`config.mk`:
```
export PLATFORM = sky130hd
export DESIGN_NAME = muldiv_unit_flat
export DESIGN_NICKNAME = d
export VERILOG_FILES = /design/src/rtl/muldiv_unit_if.sv /design/src/rtl/muldiv_unit.sv /design/src/flat_wrapper.sv
export SDC_FILE = /design/constraint.sdc
export NUM_CORES = 1
export LEC_CHECK = 0
export ABC_AREA = 1
export BUFFER_PORTS_ARGS = -buffer_cell sky130_fd_sc_hd__buf_2
export CAP_MARGIN = 15
export CORE_MARGIN = 2
export CORE_UTILIZATION = 40
export CTS_CLUSTER_SIZE = 24
export DETAILED_ROUTE_END_ITERATION = 12
export GPL_ROUTABILITY_DRIVEN = 0
export GPL_TIMING_DRIVEN = 0
export HOLD_SLACK_MARGIN = 0.12
export PLACE_DENSITY = 0.67
export SYNTH_ARGS = -nofsm -noshare
export SYNTH_HDL_FRONTEND = slang
export SYNTH_SLANG_ARGS = --single-unit
```
`constraint.sdc`:
```
create_clock -name clock -period 2.95 [get_ports clock]
set_input_delay 0.295 -clock clock [delete_from_list [all_inputs] [get_ports clock]]
set_output_delay 0.295 -clock clock [all_outputs]
set_load 0.005 [all_outputs]
```
`src/rtl/muldiv_unit_if.sv`:
```
// muldiv_unit_if: request/completion bundle between EX control (master) and the mul/div unit (slave)
interface muldiv_unit_if #(parameter int WIDTH = 32);
  logic             start;
  logic [5:0]       func;
  logic [WIDTH-1:0] data_a;
  logic [WIDTH-1:0] data_b;
  logic             abort;
  logic             ready;
  logic             busy;
  logic             done;
  logic [WIDTH-1:0] result;
  logic [WIDTH-1:0] remainder;
  logic [2:0]       flag;
  modport master(output start, func, data_a, data_b, abort,
                 input ready, busy, done, result, remainder, flag);
  modport slave(input start, func, data_a, data_b, abort,
                output ready, busy, done, result, remainder, flag);
endinterface

```
`src/rtl/muldiv_unit.sv`:
```
// muldiv_unit: iterative shift-add MUL / restoring DIV responder; define MULDIV_EARLY_EXIT_EN for data-dependent MUL latency
module muldiv_unit #(parameter int WIDTH = 32) (
  input logic         clock,
  input logic         reset,
  muldiv_unit_if.slave bus
);
  localparam int CW = $clog2(WIDTH) + 1;
  localparam logic [5:0] F_MUL = 6'b000010;
  localparam logic [5:0] F_DIV = 6'b000001;
  typedef enum logic [1:0] {IDLE, MUL, DIV, DONE} state_t;
  state_t             state;
  // MUL: acc = running product, mcand = shifted multiplicand, mplier = remaining multiplier bits.
  // DIV: acc low word = partial remainder, mcand low word = divisor, mplier = dividend shifting into quotient.
  logic [2*WIDTH-1:0] acc, mcand, acc_n;
  logic [WIDTH-1:0]   mplier, result, remainder, r_n, q_n;
  logic [WIDTH:0]     r_sh, diff;
  logic [CW-1:0]      cnt;
  logic [2:0]         flag;
  logic               ready, done, mul_last, zero_mul;
  assign acc_n = acc + (mplier[0] ? mcand : '0);
  assign r_sh  = {acc[WIDTH-1:0], mplier[WIDTH-1]};
  assign diff  = r_sh - {1'b0, mcand[WIDTH-1:0]};
  assign r_n   = diff[WIDTH] ? r_sh[WIDTH-1:0] : diff[WIDTH-1:0];
  assign q_n   = {mplier[WIDTH-2:0], ~diff[WIDTH]};
`ifdef MULDIV_EARLY_EXIT_EN
  assign mul_last = mplier[WIDTH-1:1] == '0;
  assign zero_mul = bus.data_a == '0 || bus.data_b == '0;
`else
  assign mul_last = cnt == CW'(1);
  assign zero_mul = 1'b0;
`endif
  assign bus.ready     = ready;
  assign bus.busy      = ~ready;
  assign bus.done      = done;
  assign bus.result    = result;
  assign bus.remainder = remainder;
  assign bus.flag      = flag;
  // Control FSM and datapath; outputs are only written on the edge entering DONE
  always_ff @(posedge clock or negedge reset) begin
    if (!reset) begin
      state     <= IDLE;
      ready     <= 1'b1;
      done      <= 1'b0;
      result    <= '0;
      remainder <= '0;
      flag      <= '0;
      cnt       <= '0;
      acc       <= '0;
      mcand     <= '0;
      mplier    <= '0;
    end else begin
      done <= 1'b0;
      case (state)
        IDLE: if (bus.start && !bus.abort && (bus.func == F_MUL || bus.func == F_DIV)) begin
          acc    <= '0;
          cnt    <= CW'(WIDTH);
          ready  <= 1'b0;
          mcand  <= {{WIDTH{1'b0}}, bus.func == F_MUL ? bus.data_a : bus.data_b};
          mplier <= bus.func == F_MUL ? bus.data_b : bus.data_a;
          if (bus.func == F_MUL ? zero_mul : bus.data_b == '0) begin
            state     <= DONE;
            done      <= 1'b1;
            result    <= '0;
            remainder <= '0;
            flag      <= bus.func == F_MUL ? 3'b000 : 3'b010;
          end else begin
            state <= bus.func == F_MUL ? MUL : DIV;
          end
        end
        MUL: if (bus.abort) begin
          state <= IDLE;
          ready <= 1'b1;
        end else begin
          acc    <= acc_n;
          mcand  <= mcand << 1;
          mplier <= mplier >> 1;
          cnt    <= cnt - 1'b1;
          if (mul_last) begin
            state     <= DONE;
            done      <= 1'b1;
            result    <= acc_n[WIDTH-1:0];
            remainder <= '0;
            flag      <= acc_n[2*WIDTH-1:WIDTH] != '0 ? 3'b011 : 3'b000;
          end
        end
        DIV: if (bus.abort) begin
          state <= IDLE;
          ready <= 1'b1;
        end else begin
          acc[WIDTH-1:0] <= r_n;
          mplier         <= q_n;
          cnt            <= cnt - 1'b1;
          if (cnt == CW'(1)) begin
            state     <= DONE;
            done      <= 1'b1;
            result    <= q_n;
            remainder <= r_n;
            flag      <= 3'b000;
          end
        end
        default: begin
          state <= IDLE;
          ready <= 1'b1;
        end
      endcase
    end
  end
endmodule
```
`src/flat_wrapper.sv`:
```
// flat-port wrapper written by rule: the top's interface ports become plain ports
module muldiv_unit_flat 
#(parameter int WIDTH = 32)
  (clock, reset, bus_start, bus_func, bus_data_a, bus_data_b, bus_abort, bus_ready, bus_busy, bus_done, bus_result, bus_remainder, bus_flag);
  muldiv_unit_if #(.WIDTH(WIDTH)) bus_i ();
  input logic clock;
  input logic reset;
  input wire logic [$bits(bus_i.start)-1:0] bus_start;
  input wire logic [$bits(bus_i.func)-1:0] bus_func;
  input wire logic [$bits(bus_i.data_a)-1:0] bus_data_a;
  input wire logic [$bits(bus_i.data_b)-1:0] bus_data_b;
  input wire logic [$bits(bus_i.abort)-1:0] bus_abort;
  output wire logic [$bits(bus_i.ready)-1:0] bus_ready;
  output wire logic [$bits(bus_i.busy)-1:0] bus_busy;
  output wire logic [$bits(bus_i.done)-1:0] bus_done;
  output wire logic [$bits(bus_i.result)-1:0] bus_result;
  output wire logic [$bits(bus_i.remainder)-1:0] bus_remainder;
  output wire logic [$bits(bus_i.flag)-1:0] bus_flag;
  assign bus_i.start = bus_start;
  assign bus_i.func = bus_func;
  assign bus_i.data_a = bus_data_a;
  assign bus_i.data_b = bus_data_b;
  assign bus_i.abort = bus_abort;
  assign bus_ready = bus_i.ready;
  assign bus_busy = bus_i.busy;
  assign bus_done = bus_i.done;
  assign bus_result = bus_i.result;
  assign bus_remainder = bus_i.remainder;
  assign bus_flag = bus_i.flag;
  muldiv_unit #(.WIDTH(WIDTH)) u_core (.clock(clock), .reset(reset), .bus(bus_i));
endmodule
```
==> impl_metrics.py, run 1 <==
metrics = {
    "critical_path": {
        "cp_max_fo": 5,
        "endpoint_kind": "flip-flop",
        "arrival_ns": 3.81,
        "critical_path_class": "reg -> reg",
        "cp.required_ns": 3.42,
        "ff2ff_path_depth": 25,
        "critPathLaunchType": "flip-flop",
    },
    "final_layout": {
        "drive_gt1_share_pct": 29.3,
        "layout.nets": 3697,
        "fill_cells": 4409,
        "area_delta_synth_final_pct": 36.2,
        "fin_util_pct": 55.5,
    },
    "synthesis": {
        "ys_async_sr_fraction_pct": 100,
        "synth_compound_area_share_pct": 15.1,
        "synth_edf_count": 0,
        "ys_seq_area_share_pct": 29.5,
        "synthMuxAreaShare_pct": 0,
        "yosys-top-cells-area": "dfrtp_1 29%, nand2_1 23%, inv_1 11%, ha_1 6.4%, o21ai_0 4.3%",
        "ys_ff_latch": 236,
        "synth-simple-area-share_pct": 33.7,
        "synth-main-ff-cell": "dfrtp_1",
        "synthAdderAreaFrac_pct": 6.58,
        "ys_warn_count": 0,
        "synth_top_cells_by_count": "1219 x nand2_1, 599 x inv_1, 235 x dfrtp_1",
        "netlist_instances": 3223,
        "yosys.cell_types.count": 54,
        "yosysTopAreaCell": "dfrtp_1",
        "synth_xor_area_share_pct": 1.31,
        "syn-num-nets": 3401,
        "syn_area_um2": 20000,
        "avgSynthCellArea_um2": 6.21,
        "synth_top_family_by_area": "simple AND/OR/NAND/NOR gates",
        "synth_most_common_cell": "nand2_1",
        "synth_top_area_share_pct": 29.4,
    },
    "sta": {
        "tightestPinTransition_ns": 1.06,
        "finClkSkew_ns": 0.0268,
        "min_period_ns": 3.34,
        "hold_violations": 0,
        "timing.fmax_mhz": 300,
        "finalSetupViolCount": 68,
        "setup_slack_ns": -0.388,
        "rsz0062_at_grt": "true",
        "finalCritPeriodShare_pct": 113,
        "report.final.slew_viol_count": 0,
        "max_slew_margin_pct": 29.1,
    },
    "routing": {
        "ant_nets": 0,
        "drtIter0Drc": 2095,
        "vias": 22869,
        "wire_per_inst_um": 19.1,
        "via_per_inst": 5.44,
        "drtPass1Iterations": 5,
        "drc_errors": 0,
        "drt_wl_total_um": 80400,
    },
    "worst_hold_path": {
        "hold-path-cell-count": 5,
        "hold_path_class": "in -> reg",
    },
    "clock_network": {
        "clk_latency_ns": 0.60,
        "cts-buffers-inserted": 29,
        "cts_tree": "done",
        "cts_sinks": 236,
        "root_buffer": "clkbuf_16",
        "clk_path_buf_depth": 3,
        "path_clk_slew_ns": 0.07,
        "cts_max_level": 1,
    },
    "grt": {
        "grt_use_met2_pct": 47.3,
        "grt.met1_usage_pct": 36.4,
        "grt_busiest_layer": "met2",
        "antenna_found_initial": 1,
        "grt_use_total_pct": 29.0,
        "grt_pass1_wl_um": 119000,
        "grt_start_max_net_pins": 102,
        "grtUsageMet3_pct": 5.42,
        "grt-ovfl-total": 0,
        "grt_pass1_vias": 21611,
    },
    "floorplanning": {
        "dieArea_um2": 51800,
        "rows": 81,
        "die_h_um": 228,
        "coreArea_um2": 49200,
        "initial_utilization_pct": 40.7,
        "io_pins": 144,
        "die-width_um": 228,
    },
    "placement": {
        "dpl.hpwl_um": 59100,
        "portBuffers": 142,
        "place_ws_ns": -2.34,
    },
    "run_status": {
        "violations": "negative setup slack",
        "status": "complete, but fails checks",
    },
    "pwr": {
        "powerDensity_nw_per_um2": 1020,
        "peakVddDrop_v": 0.000563,
        "p_leak_nw": 14.8,
    },
    "run": {
        "cap_violations": 0,
    },
}
==> timing repair <==
action,CTS,global route
cloned,3,5
setup endpoints to repair,198,124
setup buffers,74,39
hold endpoints to repair,69,0
pin swaps,141,160
hold buffers,4,0
resized for setup,556,391
==> metal layers <==
| layer | part of all wire, % | routed length (um) | vias up |
|---|---|---|---|
| met5 | 0 | 0 | - |
| met4 | 6.2 | 5010 | 0 |
| met3 | 8.7 | 7020 | 302 |
| met2 | 45 | 36600 | 1179 |
| met1 | 40 | 31800 | 10702 |
| li1 | - | - | 10686 |
==> per-stage QoR <==
step / instance area [um^2] / instances / hold slack, ns / TNS [ns] / total power, W
after global routing: 27300 / 4206 / 0.169 / -8.48 / 0.0293
final: 27300 / 4207 / 0.133 / -5.24 / 0.0279
after floorplan: 20000 / 3223 / -0.000591 / 0 / 0.0141
after detailed placement: 21600 / 4031 / 0.315 / -131.59 / 0.0184
after CTS: 25500 / 4163 / 0.125 / -0.583 / 0.0246
after global placement: 21600 / 4029 / 0.454 / -802.98 / 0.0183
==> cell families (layout without fill, tap and decap cells) <==
group / after synthesis / count (layout)
compound gates: 507 / 507
other cells: 1 / 2
flops: 236 / 236
xor+xnor: 30 / 30
simple gates: 1642 / 1642
fa+ha+maj: 104 / 104
buf+inv: 703 / 1022
==> cells in the final DEF, fill, tap and decap left out, drive strengths merged, types with 13 or more instances in the layout <==
master / instances
xor2: 21
ha: 102
nand2: 1241
buf: 290
clkbuf: 111
a22o: 47
nor3: 15
nand4: 20
inv: 603
nand3: 128
o22ai: 34
a21oi: 123
o211ai: 66
o21ai: 208
or2: 13
dfrtp: 235
nor2: 200
==> path summary, 6_finish.rpt <==
check / startpoint / to / slack (ns)
max: u_core.mplier[0]$_DFFE_PN0P_ / u_core.bus.flag[1]$_DFFE_PN0P_ / -0.39
max reg2reg: u_core.mplier[0]$_DFFE_PN0P_ / u_core.bus.flag[1]$_DFFE_PN0P_ / -0.39
min reg2reg: u_core.bus.remainder[9]$_DFFE_PN0P_ / u_core.bus.remainder[9]$_DFFE_PN0P_ / 0.48
min in group asynchronous: reset / u_core.bus.remainder[1]$_DFFE_PN0P_ / 0.26
max in group asynchronous: reset / u_core.mcand[51]$_DFFE_PN0P_ / 1.66
min: bus_data_a[3] / u_core.mcand[3]$_DFFE_PN0P_ / 0.13
==> report_power, final <==
group / total [W] / internal, W / switching, W
registers: 0.00595 / 0.00456 / 0.00139
clock network: 0.00377 / 0.00219 / 0.00158
logic: 0.0181 / 0.00669 / 0.0115
==> final cells by class <==
class / count / area, um^2 / share of cell area [%]
multi-input combinational: 2284 / 14700 / 54.0
sequential: 236 / 5910 / 21.7
inverter: 603 / 2270 / 8.32
timing repair buffer: 268 / 1920 / 7.03
tap: 664 / 831 / 3.05
clock buffer: 40 / 817 / 3.00
buffer: 97 / 646 / 2.37
clock inverter: 14 / 154 / 0.564
antenna: 1 / 2.50 / 0.00918
==> flip-flops by register name, indices dropped and copies added (netlist names) <==
signal and count:
u_core.mplier 32, u_core.acc 64, u_core.cnt 6, u_core.bus.result 32, u_core.bus.remainder 32, u_core.mcand 64
u_core.bus.ready 1, u_core.state 2, u_core.bus.done 1, u_core.bus.flag 2
==> worst max-delay path, cell delays in order (launching register included) <==
cell and delay [ns]:
dfrtp_4 0.51, clkbuf_16 0.19, nand2_4 0.05, inv_2 0.06, ha_4 0.15, inv_2 0.05, fa_2 0.37, inv_2 0.11
nand3_4 0.11, nand2_4 0.11, buf_6 0.10, nand4_1 0.14, nand3_4 0.14, nand2_2 0.07, nand2_1 0.06, nand2_1 0.06
nand2_2 0.07, nand2_2 0.05, nor2_2 0.10, nand2_2 0.09, nor2_4 0.20, nand3_4 0.12, nand2_4 0.12, nand2_4 0.07
nand2_4 0.07, nand2_2 0.04
Power figures use the tool's default switching activity.
==> run 2, diff against run 1 <==
--- a/config.mk
+++ b/config.mk
@@ -10,12 +10,14 @@
 export CAP_MARGIN = 15
 export CORE_MARGIN = 2
 export CORE_UTILIZATION = 40
+export CTS_CLUSTER_DIAMETER = 100
 export CTS_CLUSTER_SIZE = 24
 export DETAILED_ROUTE_END_ITERATION = 12
 export GPL_ROUTABILITY_DRIVEN = 0
 export GPL_TIMING_DRIVEN = 0
 export HOLD_SLACK_MARGIN = 0.12
 export PLACE_DENSITY = 0.67
+export RECOVER_POWER = 100
 export SYNTH_ARGS = -nofsm -noshare
 export SYNTH_HDL_FRONTEND = slang
 export SYNTH_SLANG_ARGS = --single-unit
==> impl_metrics.py, run 2 (synthesis results as in run 1) <==
metrics = {
    "final_layout": {
        "top_regs": "u_core.acc x64, u_core.mcand x64",
        "fin_util_pct": 52.3,
        "layout.nets": 3642,
        "area_delta_synth_final_pct": 28.5,
        "drive_gt1_share_pct": 25.4,
        "most-common-layout-cells": "979 x nand2_1, 533 x inv_1, 233 x dfrtp_1",
        "layout_commonest_cell": "nand2_1",
        "fin_cells": 4134,
    },
    "floorplanning": {
        "dieArea_um2": 51800,
        "rows": 81,
        "io_pins": 144,
        "coreArea_um2": 49200,
        "initial_utilization_pct": 40.7,
        "die-width_um": 228,
        "die_h_um": 228,
    },
    "run": {
        "cap_violations": 1,
    },
    "sta": {
        "max_slew_margin_pct": -22.0,
        "finClkSkew_ns": 0.0225,
        "rsz0062_at_grt": "true",
        "timing.fmax_mhz": 297,
        "finalCritPeriodShare_pct": 114,
        "min_period_ns": 3.37,
        "tightestPinTransition_ns": 1.83,
        "finalSetupViolCount": 24,
        "setup_slack_ns": -0.416,
        "hold_violations": 0,
        "report.final.slew_viol_count": 70,
    },
    "pwr": {
        "p_leak_nw": 13.9,
        "powerDensity_nw_per_um2": 942,
        "peakVddDrop_v": 0.000652,
    },
    "grt": {
        "antenna_found_initial": 2,
        "grt_pass1_vias": 21033,
        "grt_start_max_net_pins": 102,
        "grt_pass1_wl_um": 117000,
        "grt-ovfl-total": 0,
        "grt_use_total_pct": 28.4,
    },
    "critical_path": {
        "critical_path_class": "reg -> reg",
        "cp.required_ns": 3.37,
        "critPathLaunchType": "flip-flop",
        "endpoint_kind": "flip-flop",
        "cp_max_fo": 7,
        "arrival_ns": 3.79,
    },
    "routing": {
        "via_per_inst": 5.36,
        "drtIter0Drc": 1836,
        "drc_errors": 0,
        "drt_wl_total_um": 77500,
        "vias": 22153,
        "wire_per_inst_um": 18.8,
        "ant_nets": 0,
        "drtPass1Iterations": 6,
    },
    "clock_network": {
        "cts_max_level": 1,
        "root_buffer": "clkbuf_16",
        "cts_sinks": 236,
        "cts-buffers-inserted": 15,
        "cts_tree": "done",
        "clk_latency_ns": 0.53,
        "clk_path_buf_depth": 3,
        "path_clk_slew_ns": 0.11,
    },
    "placement": {
        "portBuffers": 142,
        "dpl.hpwl_um": 59100,
        "place_inst": 4031,
    },
    "run_status": {
        "status": "complete, but fails checks",
        "violations": "max-capacitance violations, max-slew violations, negative setup slack",
    },
    "worst_hold_path": {
        "hold_path_class": "in -> reg",
    },
}
-- run 2: timing repair --
item / 4_1_cts / 5_1_grt
pin swaps: 88 / 124
setup buffers: 42 / 35
resized for setup: 469 / 326
cloned: 1 / 4
hold buffers: 1 / 0
hold endpoints to repair: 67 / 0
setup endpoints to repair: 200 / 124
-- run 2: critical path, cell delays in order, from the launching register on --
cell,delay [ns]
dfrtp_4,0.58
buf_12,0.20
buf_8,0.14
nand2_2,0.08
inv_1,0.06
ha_1,0.30
nand3_2,0.11
nand3_2,0.11
nand2_1,0.11
nand2_2,0.13
nand2_2,0.12
nand3_4,0.11
nand2_4,0.11
nand3b_1,0.09
nand2_2,0.09
nand2_1,0.07
nor2_2,0.13
nand2_2,0.08
nor2_4,0.19
nand3_4,0.12
nand2_4,0.12
nand2_4,0.06
nand2_4,0.07
nand2_1,0.05
-- run 2: through the flow --
stage / setup slack, ns / power, W / instance area, um^2 / TNS, ns / hold slack [ns]
2_1_floorplan: 0.0399 / 0.0141 / 20000 / 0 / -0.000591
3_3_place_gp: -2.90 / 0.0183 / 21600 / -802.98 / 0.454
3_5_place_dp: -2.34 / 0.0184 / 21600 / -131.59 / 0.315
4_1_cts: -0.294 / 0.0229 / 24500 / -0.718 / 0.141
5_1_grt: -0.531 / 0.0257 / 25700 / -25.15 / 0.166
6_report: -0.416 / 0.0242 / 25700 / -1.38 / 0.150
-- run 2: routing by layer --
layer	track usage, %	vias up	routed length (um)
met3	3.61	246	6840
met1	37.1	10310	31200
met2	46.6	1054	35100
met4	13.9	2	4400
met5	0	-	13
li1	-	10541	-
-- run 2: power breakdown --
part           switching, W  internal [W]  total, W
Sequential          0.00138       0.00454   0.00592
Clock               0.00131       0.00106   0.00237
Combinational        0.0101       0.00578    0.0159
Total                0.0128        0.0114    0.0242
-- run 2: path summary, 6_finish.rpt --
kind	from	to	slack [ns]	depth (start not counted)
max	u_core.mplier[0]$_DFFE_PN0P_	u_core.bus.flag[1]$_DFFE_PN0P_	-0.42	23
min	bus_data_a[20]	u_core.mplier[20]$_DFFE_PN0P_	0.15	3
max reg2reg	u_core.mplier[0]$_DFFE_PN0P_	u_core.bus.flag[1]$_DFFE_PN0P_	-0.42	23
min reg2reg	u_core.bus.flag[1]$_DFFE_PN0P_	u_core.bus.flag[1]$_DFFE_PN0P_	0.49	2
max in group asynchronous	reset	u_core.mplier[0]$_DFFE_PN0P_	0.36	3
min in group asynchronous	reset	u_core.bus.remainder[1]$_DFFE_PN0P_	0.81	2
-- run 2: layout make-up --
cell class,instances,area (um^2)
multi-input cells,2284,14200
plain buffers,97,621
flip-flops and latches,236,5910
inverters,603,2270
clock buffers,15,375
clock inverters,7,90.1
fillers,4687,23400
well taps,664,831
repair buffers,227,1450
diodes,1,2.50
